$ cat src/rtl/mips_prog_loader.sv
// Boot loader for mips_32: streams words into instruction memory while the core is held,
// then loads the PC and releases the core. Optional checksum gate: define CHECKSUM_EN.
module mips_prog_loader #(
    parameter int unsigned ADDR_W = 10,
    parameter int unsigned DATA_W = 32
) (
    input  logic              clk1,
    input  logic              rst_n,
    input  logic              start,
    input  logic [ADDR_W-1:0] base_addr,
    input  logic [ADDR_W:0]   word_count,
    input  logic [DATA_W-1:0] expected_sum,
    input  logic              s_valid,
    input  logic [DATA_W-1:0] s_data,
    output logic              s_ready,
    output logic              mem_we,
    output logic [ADDR_W-1:0] mem_addr,
    output logic [DATA_W-1:0] mem_wdata,
    output logic              cpu_hold,
    output logic              pc_init_we,
    output logic [DATA_W-1:0] pc_init,
    output logic              busy,
    output logic              done,
    output logic              err
);

    localparam int unsigned CNT_W = ADDR_W + 1;

`ifdef CHECKSUM_EN
    typedef enum logic [2:0] {ST_IDLE, ST_LOAD, ST_CHECK, ST_RELEASE, ST_DONE, ST_ERROR} state_e;
    localparam state_e LOAD_EXIT = ST_CHECK;
`else
    typedef enum logic [2:0] {ST_IDLE, ST_LOAD, ST_RELEASE, ST_DONE} state_e;
    localparam state_e LOAD_EXIT = ST_RELEASE;
`endif

    state_e              state_q, state_d;
    logic [ADDR_W-1:0]   addr_q, addr_d;
    logic [CNT_W-1:0]    remaining_q, remaining_d;
    logic                s_ready_q, s_ready_d;
    logic                mem_we_q, mem_we_d;
    logic [ADDR_W-1:0]   mem_addr_q, mem_addr_d;
    logic [DATA_W-1:0]   mem_wdata_q, mem_wdata_d;
    logic                cpu_hold_q, cpu_hold_d;
    logic                pc_init_we_q, pc_init_we_d;
    logic [DATA_W-1:0]   pc_init_q, pc_init_d;
    logic                busy_q, busy_d;
    logic                done_q, done_d;
    logic                can_start_c;
    logic                accept_c;
`ifdef CHECKSUM_EN
    logic [DATA_W-1:0]   sum_q, sum_d;
    logic                err_q, err_d;
`else
    logic                unused_expected_sum_c;
    assign unused_expected_sum_c = ^expected_sum;
`endif

    assign accept_c = s_valid && s_ready_q;

    // A new session may only be opened from a resting state.
    always_comb begin
        can_start_c = (state_q == ST_IDLE) || (state_q == ST_DONE);
`ifdef CHECKSUM_EN
        can_start_c = can_start_c || (state_q == ST_ERROR);
`endif
    end

    always_ff @(posedge clk1) begin
        if (!rst_n) begin
            state_q      <= ST_IDLE;
            addr_q       <= '0;
            remaining_q  <= '0;
            s_ready_q    <= 1'b0;
            mem_we_q     <= 1'b0;
            mem_addr_q   <= '0;
            mem_wdata_q  <= '0;
            cpu_hold_q   <= 1'b1;
            pc_init_we_q <= 1'b0;
            pc_init_q    <= '0;
            busy_q       <= 1'b0;
            done_q       <= 1'b0;
`ifdef CHECKSUM_EN
            sum_q        <= '0;
            err_q        <= 1'b0;
`endif
        end else begin
            state_q      <= state_d;
            addr_q       <= addr_d;
            remaining_q  <= remaining_d;
            s_ready_q    <= s_ready_d;
            mem_we_q     <= mem_we_d;
            mem_addr_q   <= mem_addr_d;
            mem_wdata_q  <= mem_wdata_d;
            cpu_hold_q   <= cpu_hold_d;
            pc_init_we_q <= pc_init_we_d;
            pc_init_q    <= pc_init_d;
            busy_q       <= busy_d;
            done_q       <= done_d;
`ifdef CHECKSUM_EN
            sum_q        <= sum_d;
            err_q        <= err_d;
`endif
        end
    end

    // Next state; every output register is derived from the upcoming state.
    always_comb begin
        state_d     = state_q;
        addr_d      = addr_q;
        remaining_d = remaining_q;
        mem_we_d    = 1'b0;
        mem_addr_d  = mem_addr_q;
        mem_wdata_d = mem_wdata_q;
        pc_init_d   = pc_init_q;
`ifdef CHECKSUM_EN
        sum_d       = sum_q;
`endif
        if (can_start_c && start) begin
            addr_d      = base_addr;
            remaining_d = word_count;
            pc_init_d   = DATA_W'(base_addr);
`ifdef CHECKSUM_EN
            sum_d       = '0;
`endif
            state_d     = (word_count == '0) ? LOAD_EXIT : ST_LOAD;
        end else begin
            case (state_q)
                ST_LOAD: begin
                    if (accept_c) begin
                        mem_we_d    = 1'b1;
                        mem_addr_d  = addr_q;
                        mem_wdata_d = s_data;
                        addr_d      = addr_q + ADDR_W'(1);
                        remaining_d = remaining_q - CNT_W'(1);
`ifdef CHECKSUM_EN
                        sum_d       = sum_q + s_data;
`endif
                        if (remaining_q == CNT_W'(1)) begin
                            state_d = LOAD_EXIT;
                        end
                    end
                end
`ifdef CHECKSUM_EN
                ST_CHECK:   state_d = (sum_q == expected_sum) ? ST_RELEASE : ST_ERROR;
`endif
                ST_RELEASE: state_d = ST_DONE;
                default:    state_d = state_q;
            endcase
        end

        s_ready_d    = (state_d == ST_LOAD) && (remaining_d != '0);
        cpu_hold_d   = (state_d != ST_DONE);
        done_d       = (state_d == ST_DONE);
        pc_init_we_d = (state_d == ST_RELEASE);
        busy_d       = (state_d == ST_LOAD) || (state_d == ST_RELEASE);
`ifdef CHECKSUM_EN
        busy_d       = busy_d || (state_d == ST_CHECK);
        err_d        = (state_d == ST_ERROR);
`endif
    end

    assign s_ready    = s_ready_q;
    assign mem_we     = mem_we_q;
    assign mem_addr   = mem_addr_q;
    assign mem_wdata  = mem_wdata_q;
    assign cpu_hold   = cpu_hold_q;
    assign pc_init_we = pc_init_we_q;
    assign pc_init    = pc_init_q;
    assign busy       = busy_q;
    assign done       = done_q;
`ifdef CHECKSUM_EN
    assign err        = err_q;
`else
    assign err        = 1'b0;
`endif

endmodule

$ cat config.mk
export PLATFORM = sky130hd
export DESIGN_NAME = mips_prog_loader
export DESIGN_NICKNAME = d
export VERILOG_FILES = /design/src/rtl/mips_prog_loader.sv
export SDC_FILE = /design/constraint.sdc
export NUM_CORES = 1
export LEC_CHECK = 0
export ABC_AREA = 1
export CAP_MARGIN = 25
export CORE_MARGIN = 5
export CORE_UTILIZATION = 41
export CTS_CLUSTER_SIZE = 16
export DETAILED_ROUTE_END_ITERATION = 16
export HOLD_SLACK_MARGIN = 0.08
export PLACE_DENSITY = 0.84
export SKIP_LAST_GASP = 1
export SLEW_MARGIN = 10
export SYNTH_ARGS = -nofsm -noshare
export SYNTH_HDL_FRONTEND = slang
export SYNTH_SLANG_ARGS = --single-unit
$ cat constraint.sdc
create_clock -name clk1 -period 1.8 [get_ports clk1]
set_input_delay 0.36 -clock clk1 [delete_from_list [all_inputs] [get_ports clk1]]
set_output_delay 0.36 -clock clk1 [all_outputs]
set_load 0.01 [all_outputs]
# ---- After elaboration in Yosys (flattened, before gate mapping)
# Index checks and enable logic that the tools add are counted.
dict set report word_totals {
  register_bits 82
  output_inout_bits 81
  word_cells 50
}
dict set report classes {
  add_sub_neg 2
  n_eq_ne 8
  mux 12
  bitwise_logic 3
  reduce_logical 13
}
# op n
set op_table {}
lappend op_table {{2-to-1 mux 11 bit} 3}
lappend op_table {{2-to-1 mux 10 bit} 3}
lappend op_table {{== test 3 x 2 -> 1 bit (second input constant)} 4}
lappend op_table {{== test 11 x 1 -> 1 bit (second input constant)} 1}
lappend op_table {{logical NOT 11 bit} 1}
lappend op_table {{nonzero test 11 bit} 1}
lappend op_table {{subtractor 11 x 1 -> 11 bit (second input constant)} 1}
lappend op_table {{adder 10 x 1 -> 10 bit (second input constant)} 1}
lappend op_table {{2-to-1 mux 3 bit} 3}
lappend op_table {{== test 3 x 1 -> 1 bit (second input constant)} 2}
lappend op_table {{one-hot mux 3 bit (2 select lines)} 1}
lappend op_table {{nonzero test 2 bit} 2}
lappend op_table {{logical AND 1 bit} 3}
lappend op_table {{logical NOT 3 bit} 1}
lappend op_table {{!= test 3 x 2 -> 1 bit (second input constant)} 1}
lappend op_table {{inverter 1 bit} 3}
lappend op_table {{AND reduction 3 bit} 1}
lappend op_table {{OR reduction 3 bit} 1}
lappend op_table {{logical OR 1 bit} 2}
lappend op_table {{2-to-1 mux 2 bit} 1}
lappend op_table {{AND reduction 2 bit} 1}
lappend op_table {{2-to-1 mux 1 bit} 1}

# ---- Longest topological paths before layout
# Gate-level depths: netlist of run 1.
dict set report logic_depth {
  word_depth 7
  ltp_mapped 13
  ltp_nobuf 13
}

# ---- Least setup slack after synthesis of run 1
# No wires, ideal clock.
dict set report synth_path {
  path_type {register to register}
  start {register s_ready_q (netlist: s_ready)}
  end {register s_ready_q (netlist: s_ready)}
  arrival_time_ps 1362
  required_time_ps 1683
  setup_slack_ps 321
  path_stages_with_launch 11
  n_path_buf 0
  synth_period_minus_slack_ps 1479
  cell_sequence {dfxtp_1 -> nand2_1 -> nand3b_2 -> nand2_2 -> nor2_1 -> nor2_1 -> nand2_1 -> nor2_1 -> nand2_1 -> nor2_1 -> a21oi_1}
}
dict set report synth_via {
  elab_chain_len 6
}
# element line_no
set synth_lines {}
lappend synth_lines {{start: declaration} 40} ;# logic s_ready_q, s_ready_d;
lappend synth_lines {{start signal: assignment} 91} ;# s_ready_q <= s_ready_d;
lappend synth_lines {{logical AND 1 bit (*)} 59} ;# assign accept_c = s_valid && s_ready_q;
lappend synth_lines {{2-to-1 mux 3 bit or 2-to-1 mux 11 bit (tied branches)} 130} ;# if (accept_c) begin
lappend synth_lines {{one-hot mux 3 bit (2 select lines) or 2-to-1 mux 11 bit (tied branches)} 128} ;# case (state_q)
lappend synth_lines {{2-to-1 mux 3 bit or 2-to-1 mux 11 bit (tied branches)} 119} ;# if (can_start_c && start) begin
lappend synth_lines {{== test 3 x 1 -> 1 bit or nonzero test 11 bit (tied branches)} 152} ;# s_ready_d = (state_d == ST_LOAD) && (remaining_d != '0);
lappend synth_lines {{logical AND 1 bit (*)} 152}
# Mark *: on every way between the ends. The rest lies on a longest branch, timed or not.
# A chain may end at the register's enable or synchronous reset.

# ---- Worst setup path after layout of run 1
dict set report layout_path {
  start {input port start}
  end {register s_ready_q (netlist: s_ready)}
}
dict set report layout_via {
  elab_chain_len 4
}
# element line_no
set layout_lines {}
lappend layout_lines {{start: declaration} 9} ;# input logic start,
lappend layout_lines {{logical AND 1 bit (*)} 119}
lappend layout_lines {{2-to-1 mux 11 bit or 2-to-1 mux 3 bit (tied branches)} 119}
lappend layout_lines {{nonzero test 11 bit or == test 3 x 1 -> 1 bit (tied branches)} 152}
lappend layout_lines {{logical AND 1 bit (*)} 152}
# Marks and branches as above.

==> impl_metrics.env, run 1 <==
export IMPL_power_leakage_uw=0.00228
export IMPL_synth_warnings=0
export IMPL_p_int_uw=2980
export IMPL_syn_area_um2=3680
export IMPL_drive_gt1_frac=0.108
export IMPL_cts_tree="done"
export IMPL_cts_buffers=9
export IMPL_dpl_instance_area_um2=4950
export IMPL_cp_start_kind="primary input"
export IMPL_worstSetupPathType="in2reg"
export IMPL_ys_seq_area_frac=0.446
export IMPL_layout_nets=735
export IMPL_place_inst=732
export IMPL_async_flop_share=0
export IMPL_synthFlopType="dfxtp_1"
export IMPL_port_buffers=114
export IMPL_required_ns=2.03
export IMPL_htreeDepth=3
export IMPL_wire_per_inst_um=13.6
export IMPL_synth_area_per_cell_um2=7.23
export IMPL_num_vias=3708
export IMPL_clockBufferDepth=2
export IMPL_antenna_left=0
export IMPL_arrival_ns=1.97
export IMPL_synth_seq_cells=82
export IMPL_first_pass_iters=4
export IMPL_grt_pass1_wl_um=17100
export IMPL_fin_crit_ns=1.73
export IMPL_maxSlewHeadroom=0.650
export IMPL_design_core_area_um2=8720
export IMPL_critical_path_endpoint_type="flip-flop"
export IMPL_hold_slack_ns=0.474
export IMPL_fill_cells=775
export IMPL_die_area_um2=11000
export IMPL_grt_use_total=0.187
export IMPL_worstPathMaxFanout=8
export IMPL_insertion_delay_ns=0.35
export IMPL_drtIter0Drc=155
export IMPL_slew_violations=0
export IMPL_ir_drop_v=0.000560
export IMPL_combPwrFrac=0.205
export IMPL_finalInstanceArea_um2=5220
export IMPL_layoutNonFillerInstCount=756
export IMPL_layout_commonest_cell="clkdlybuf4s50_1"
export IMPL_fin_total_pwr_uw=4170
export IMPL_die_h_um=105
export IMPL_die_x_um=105
export IMPL_synth_cell_types=35
export IMPL_grt_overflow=0
export IMPL_swShare=0.284
export IMPL_final_cell_mix="clkdlybuf4s50_1, nor2_1, nand2_1, dfxtp_1, o21ai_0"
export IMPL_vias_per_cell=4.90
export IMPL_dp_hpwl_um=7490
export IMPL_powerDensity_nw_per_um2=798
export IMPL_grt_max_degree=41
export IMPL_tns_ns=0
export IMPL_cts_sinks=82
export IMPL_power_switching_uw=1180
export IMPL_clockPowerShare=0.318
export IMPL_diodes=0
export IMPL_finalHoldViolCount=0
export IMPL_setup_worst_path_start="start"
export IMPL_first_global_vias=3636
export IMPL_antenna_found_initial=0
export IMPL_rows=34
export IMPL_drv_cap=0
export IMPL_status="completed"
export IMPL_synthCells=510
export IMPL_globalplace_congestion=0.871
export IMPL_min_path_type="reg2reg"
export IMPL_setup_viol=0
export IMPL_syn2layout_area_growth_pct=41.7
export IMPL_io_pins=170
export IMPL_cts_root_buf="clkbuf_8"
export IMPL_fin_crit_sh=0.962
export IMPL_pwr_share_seq=0.477
export IMPL_routed_wl_um=10300
export IMPL_cts_clk_slew_worst_paths_ns=0.09
export IMPL_skew_ns=0.0131
export IMPL_tightestPinTransition_ns=0.524
export IMPL_min_from="pc_init[5]"
export IMPL_start_util=0.423
export IMPL_synth_edf_count=0
export IMPL_r2r_start="remaining_q[1]"
export IMPL_max_freq_mhz=578
export IMPL_drc=0
## metal layers
metal	GRT usage	routed length, µm
met1	0.215	4240
met2	0.313	4820
met3	0.0912	1170
met4	0.0457	44
met5	0	0
## per-stage QoR
step	util	setup WS (ns)
final	0.599	0.0685
after global routing	0.599	-0.00243
after CTS	0.590	0.0574
after detailed placement	0.568	-0.289
after global placement	0.568	-0.247
after floorplan	-	0.321
## flip-flops by register name, summed over array words and instances, names as in the netlist
register	flops
mem_we	1
addr_q	10
mem_addr	10
done	1
cpu_hold	1
mem_wdata	32
busy	1
state_q	3
pc_init_we	1
pc_init	10
remaining_q	11
s_ready	1
## worst max-delay path, cell delays in order
cell,delay [ns]
clkdlybuf4s50_1,0.46
inv_1,0.04
nor2_2,0.18
nand3_4,0.16
or2_1,0.24
nand2_1,0.09
nand2_1,0.06
nor2_1,0.15
nand2_1,0.07
nor2_1,0.10
a21oi_1,0.06
## synthesized netlist by cell type (all sizes together) (3+ instances only)
master / number / area share
a21oi: 23 / 0.031
a31oi: 6 / 0.010
buf: 31 / 0.062
clkbuf: 14 / 0.014
dfxtp: 82 / 0.45
ha: 3 / 0.010
inv: 35 / 0.036
nand2: 93 / 0.096
nand3: 30 / 0.049
nand4: 6 / 0.010
nor2: 113 / 0.12
nor3: 4 / 0.0054
o21ai: 51 / 0.069
or2: 5 / 0.0085
## final cells by class
class                           count  area (µm²)  share of cell area
Multi-Input combinational cell    371        1740               0.334
Sequential cell                    82        1640               0.314
Timing Repair Buffer              144        1380               0.264
Tap cell                          108         135              0.0259
Clock buffer                       11         131              0.0252
Inverter                           35         131              0.0252
Clock inverter                      5        60.1              0.0115
## path summary, 6_finish.rpt
kind | end | slack [ns] | depth (start not counted)
worst max-delay path | s_ready | 0.07 | 11
worst min-delay path | pc_init[5] | 0.47 | 2
worst max register to register | s_ready | 0.12 | 13
worst min register to register | pc_init[5] | 0.47 | 2
## kinds of logic after synthesis
group | after synthesis | synth area share
XOR/XNOR | 3 | 0.00713
AND/OR/NAND/NOR | 254 | 0.296
flip-flops | 82 | 0.445
AO/OA/AOI/OAI | 87 | 0.128
buffers and inverters | 80 | 0.112
other | 1 | 0.00102
adder cells (fa/ha/maj) | 3 | 0.0102
## power groups by stage
stage                     sequential (µW)  clock, µW  combinational, µW
after floorplan                      2050          0                432
after global placement               2020          0                808
after detailed placement             2030          0                825
after CTS                            1990       1360                832
after global routing                 2000       1450                948
final                                1990       1320                854
## what timing repair did
item | CTS | global route
setup endpoints to repair | 0 | 33
buffers inserted | 0 | 7
hold buffers | 0 | 0
gates resized for setup | 0 | 4
Note: power is estimated with default switching activity, not from simulation.
==> inputs of run 2 (changes only) <==
HOLD_SLACK_MARGIN = 0.12   (was 0.08)
==> results of run 2 <==
The final DEF is identical to that of run 1; final timing and power are the same.
==> inputs of run 3 (changes only) <==
CORE_MARGIN = 2   (was 5)
GPL_ROUTABILITY_DRIVEN = 0   (was default)
PLACE_DENSITY = default   (was 0.84)
PLACE_DENSITY_LB_ADDON = 0.08   (was default)
==> run 3 against run 2 <==
Design area increased by 2.6%. Cell count rose by 1.3%. Die area is 11% lower. Largest power group unchanged.
==> impl_metrics.env, run 3 (synthesis gave the netlist of run 1 again) <==
export IMPL_p_int_uw=3180
export IMPL_setup_viol=0
export IMPL_diodes=0
export IMPL_cts_tree="done"
export IMPL_antenna_found_initial=0
export IMPL_layout_commonest_cell="clkdlybuf4s50_1"
export IMPL_start_util=0.423
export IMPL_finalHoldViolCount=0
export IMPL_die_x_um=98.8
export IMPL_place_inst=738
export IMPL_max_freq_mhz=586
export IMPL_slew_violations=0
export IMPL_combPwrFrac=0.202
export IMPL_design_core_area_um2=8720
export IMPL_io_pins=170
export IMPL_required_ns=2.03
export IMPL_grt_use_total=0.205
export IMPL_critical_path_endpoint_type="flip-flop"
export IMPL_drc=0
export IMPL_ir_drop_v=0.000459
export IMPL_clockBufferDepth=2
export IMPL_pwr_share_seq=0.455
export IMPL_min_path_type="reg2reg"
export IMPL_die_h_um=98.8
export IMPL_layout_nets=745
export IMPL_cts_buffers=9
export IMPL_num_vias=3685
export IMPL_powerDensity_nw_per_um2=817
export IMPL_vias_per_cell=4.81
export IMPL_grt_pass1_wl_um=16300
export IMPL_htreeDepth=3
export IMPL_final_core_util=0.614
export IMPL_ctsHoldBuffers=0
export IMPL_fin_crit_ns=1.71
export IMPL_tns_ns=0
export IMPL_first_global_vias=3518
export IMPL_antenna_left=0
export IMPL_swShare=0.273
export IMPL_drtIter0Drc=133
export IMPL_dp_hpwl_um=7150
export IMPL_hold_slack_ns=0.468
export IMPL_power_leakage_uw=0.00235
export IMPL_cts_sinks=82
export IMPL_power_switching_uw=1200
export IMPL_rows=34
export IMPL_drive_gt1_frac=0.131
export IMPL_fin_crit_sh=0.948
export IMPL_final_cell_mix="clkdlybuf4s50_1, nor2_1, nand2_1, dfxtp_1, o21ai_0"
export IMPL_cts_clk_slew_worst_paths_ns=0.09
export IMPL_fin_ws_ns=0.0939
export IMPL_port_buffers=114
export IMPL_layoutNonFillerInstCount=766
export IMPL_syn2layout_area_growth_pct=45.4
export IMPL_first_pass_iters=4
export IMPL_grt_max_degree=34
export IMPL_post_place_ws_ns=-0.299
export IMPL_worstPathMaxFanout=5
export IMPL_cts_root_buf="clkbuf_8"
export IMPL_largest_reg_flops=32
export IMPL_cp_start_kind="primary input"
export IMPL_status="completed"
export IMPL_die_area_um2=9760
export IMPL_routed_wl_um=10200
export IMPL_wire_per_inst_um=13.3
export IMPL_skew_ns=0.0127
export IMPL_drv_cap=0
export IMPL_clockPowerShare=0.343
export IMPL_worstSetupPathType="in2reg"
export IMPL_arrival_ns=1.94
export IMPL_insertion_delay_ns=0.35
export IMPL_grt_overflow=0
==> run 3: cell count changes in the layout (fill, tap and decap cells not counted), sizes merged <==
cell	delta
buf	+9
bufinv	+1
clkbuf	-1
clkinv	+2
inv	-2
nor2	+1
==> run 3: through the flow <==
| step | total power, µW | cell area (µm²) |
|---|---|---|
| 4_1_cts | 4380 | 5230 |
| 6_report | 4380 | 5360 |
| 5_1_grt | 4620 | 5360 |
| 3_5_place_dp | 2870 | 5000 |
| 3_3_place_gp | 2850 | 5000 |
| 2_1_floorplan | 2480 | 3770 |
==> run 3: power by group through the flow <==
stage                     Combinational [µW]  Clock, µW  Sequential (µW)
after floorplan                          432          0             2050
after global placement                   830          0             2020
after detailed placement                 839          0             2030
after CTS                                844       1550             1990
after global routing                     986       1630             2000
final                                    886       1500             1990
==> run 3: path summary, 6_finish.rpt <==
| kind | from | to | slack (ns) | cells after the start |
|---|---|---|---|---|
| setup / recovery | start | s_ready | 0.09 | 10 |
| hold reg to reg | pc_init[1] | pc_init[1] | 0.47 | 2 |
| setup reg to reg | state_q[1] | s_ready | 0.15 | 9 |
| hold / removal | pc_init[1] | pc_init[1] | 0.47 | 2 |
==> run 3: repair_timing <==
item	4_1_cts	5_1_grt
buffers inserted	0	10
endpoints found under the setup margin	0	19
gates resized for setup	0	11
endpoints found under the hold margin	0	0
==> run 3: worst max-delay path: stages <==
cell and delay [ns]:
clkdlybuf4s50_1 0.45, inv_1 0.05, nor2_4 0.14, buf_4 0.15, nand3_2 0.14, or2_2 0.33
nand2_1 0.10, nand2_1 0.06, nor2_1 0.09, a21oi_1 0.07
==> run 3: final cells by class <==
| type | instances | area (µm²) |
|---|---|---|
| Fill cell | 793 | 3360 |
| Multi-Input combinational cell | 372 | 1770 |
| Sequential cell | 82 | 1650 |
| Timing Repair Buffer | 153 | 1450 |
| Clock buffer | 10 | 138 |
| Tap cell | 108 | 135 |
| Inverter | 35 | 131 |
| Clock inverter | 6 | 90.1 |
==> run 3: metal layers <==
metal | vias up | track usage | share of wire
li1 | 1885 | - | -
met1 | 1655 | 0.263 | 0.45
met2 | 130 | 0.320 | 0.46
met3 | 15 | 0.0660 | 0.079
met4 | 0 | 0.0811 | 0.016
met5 | - | 0 | 0
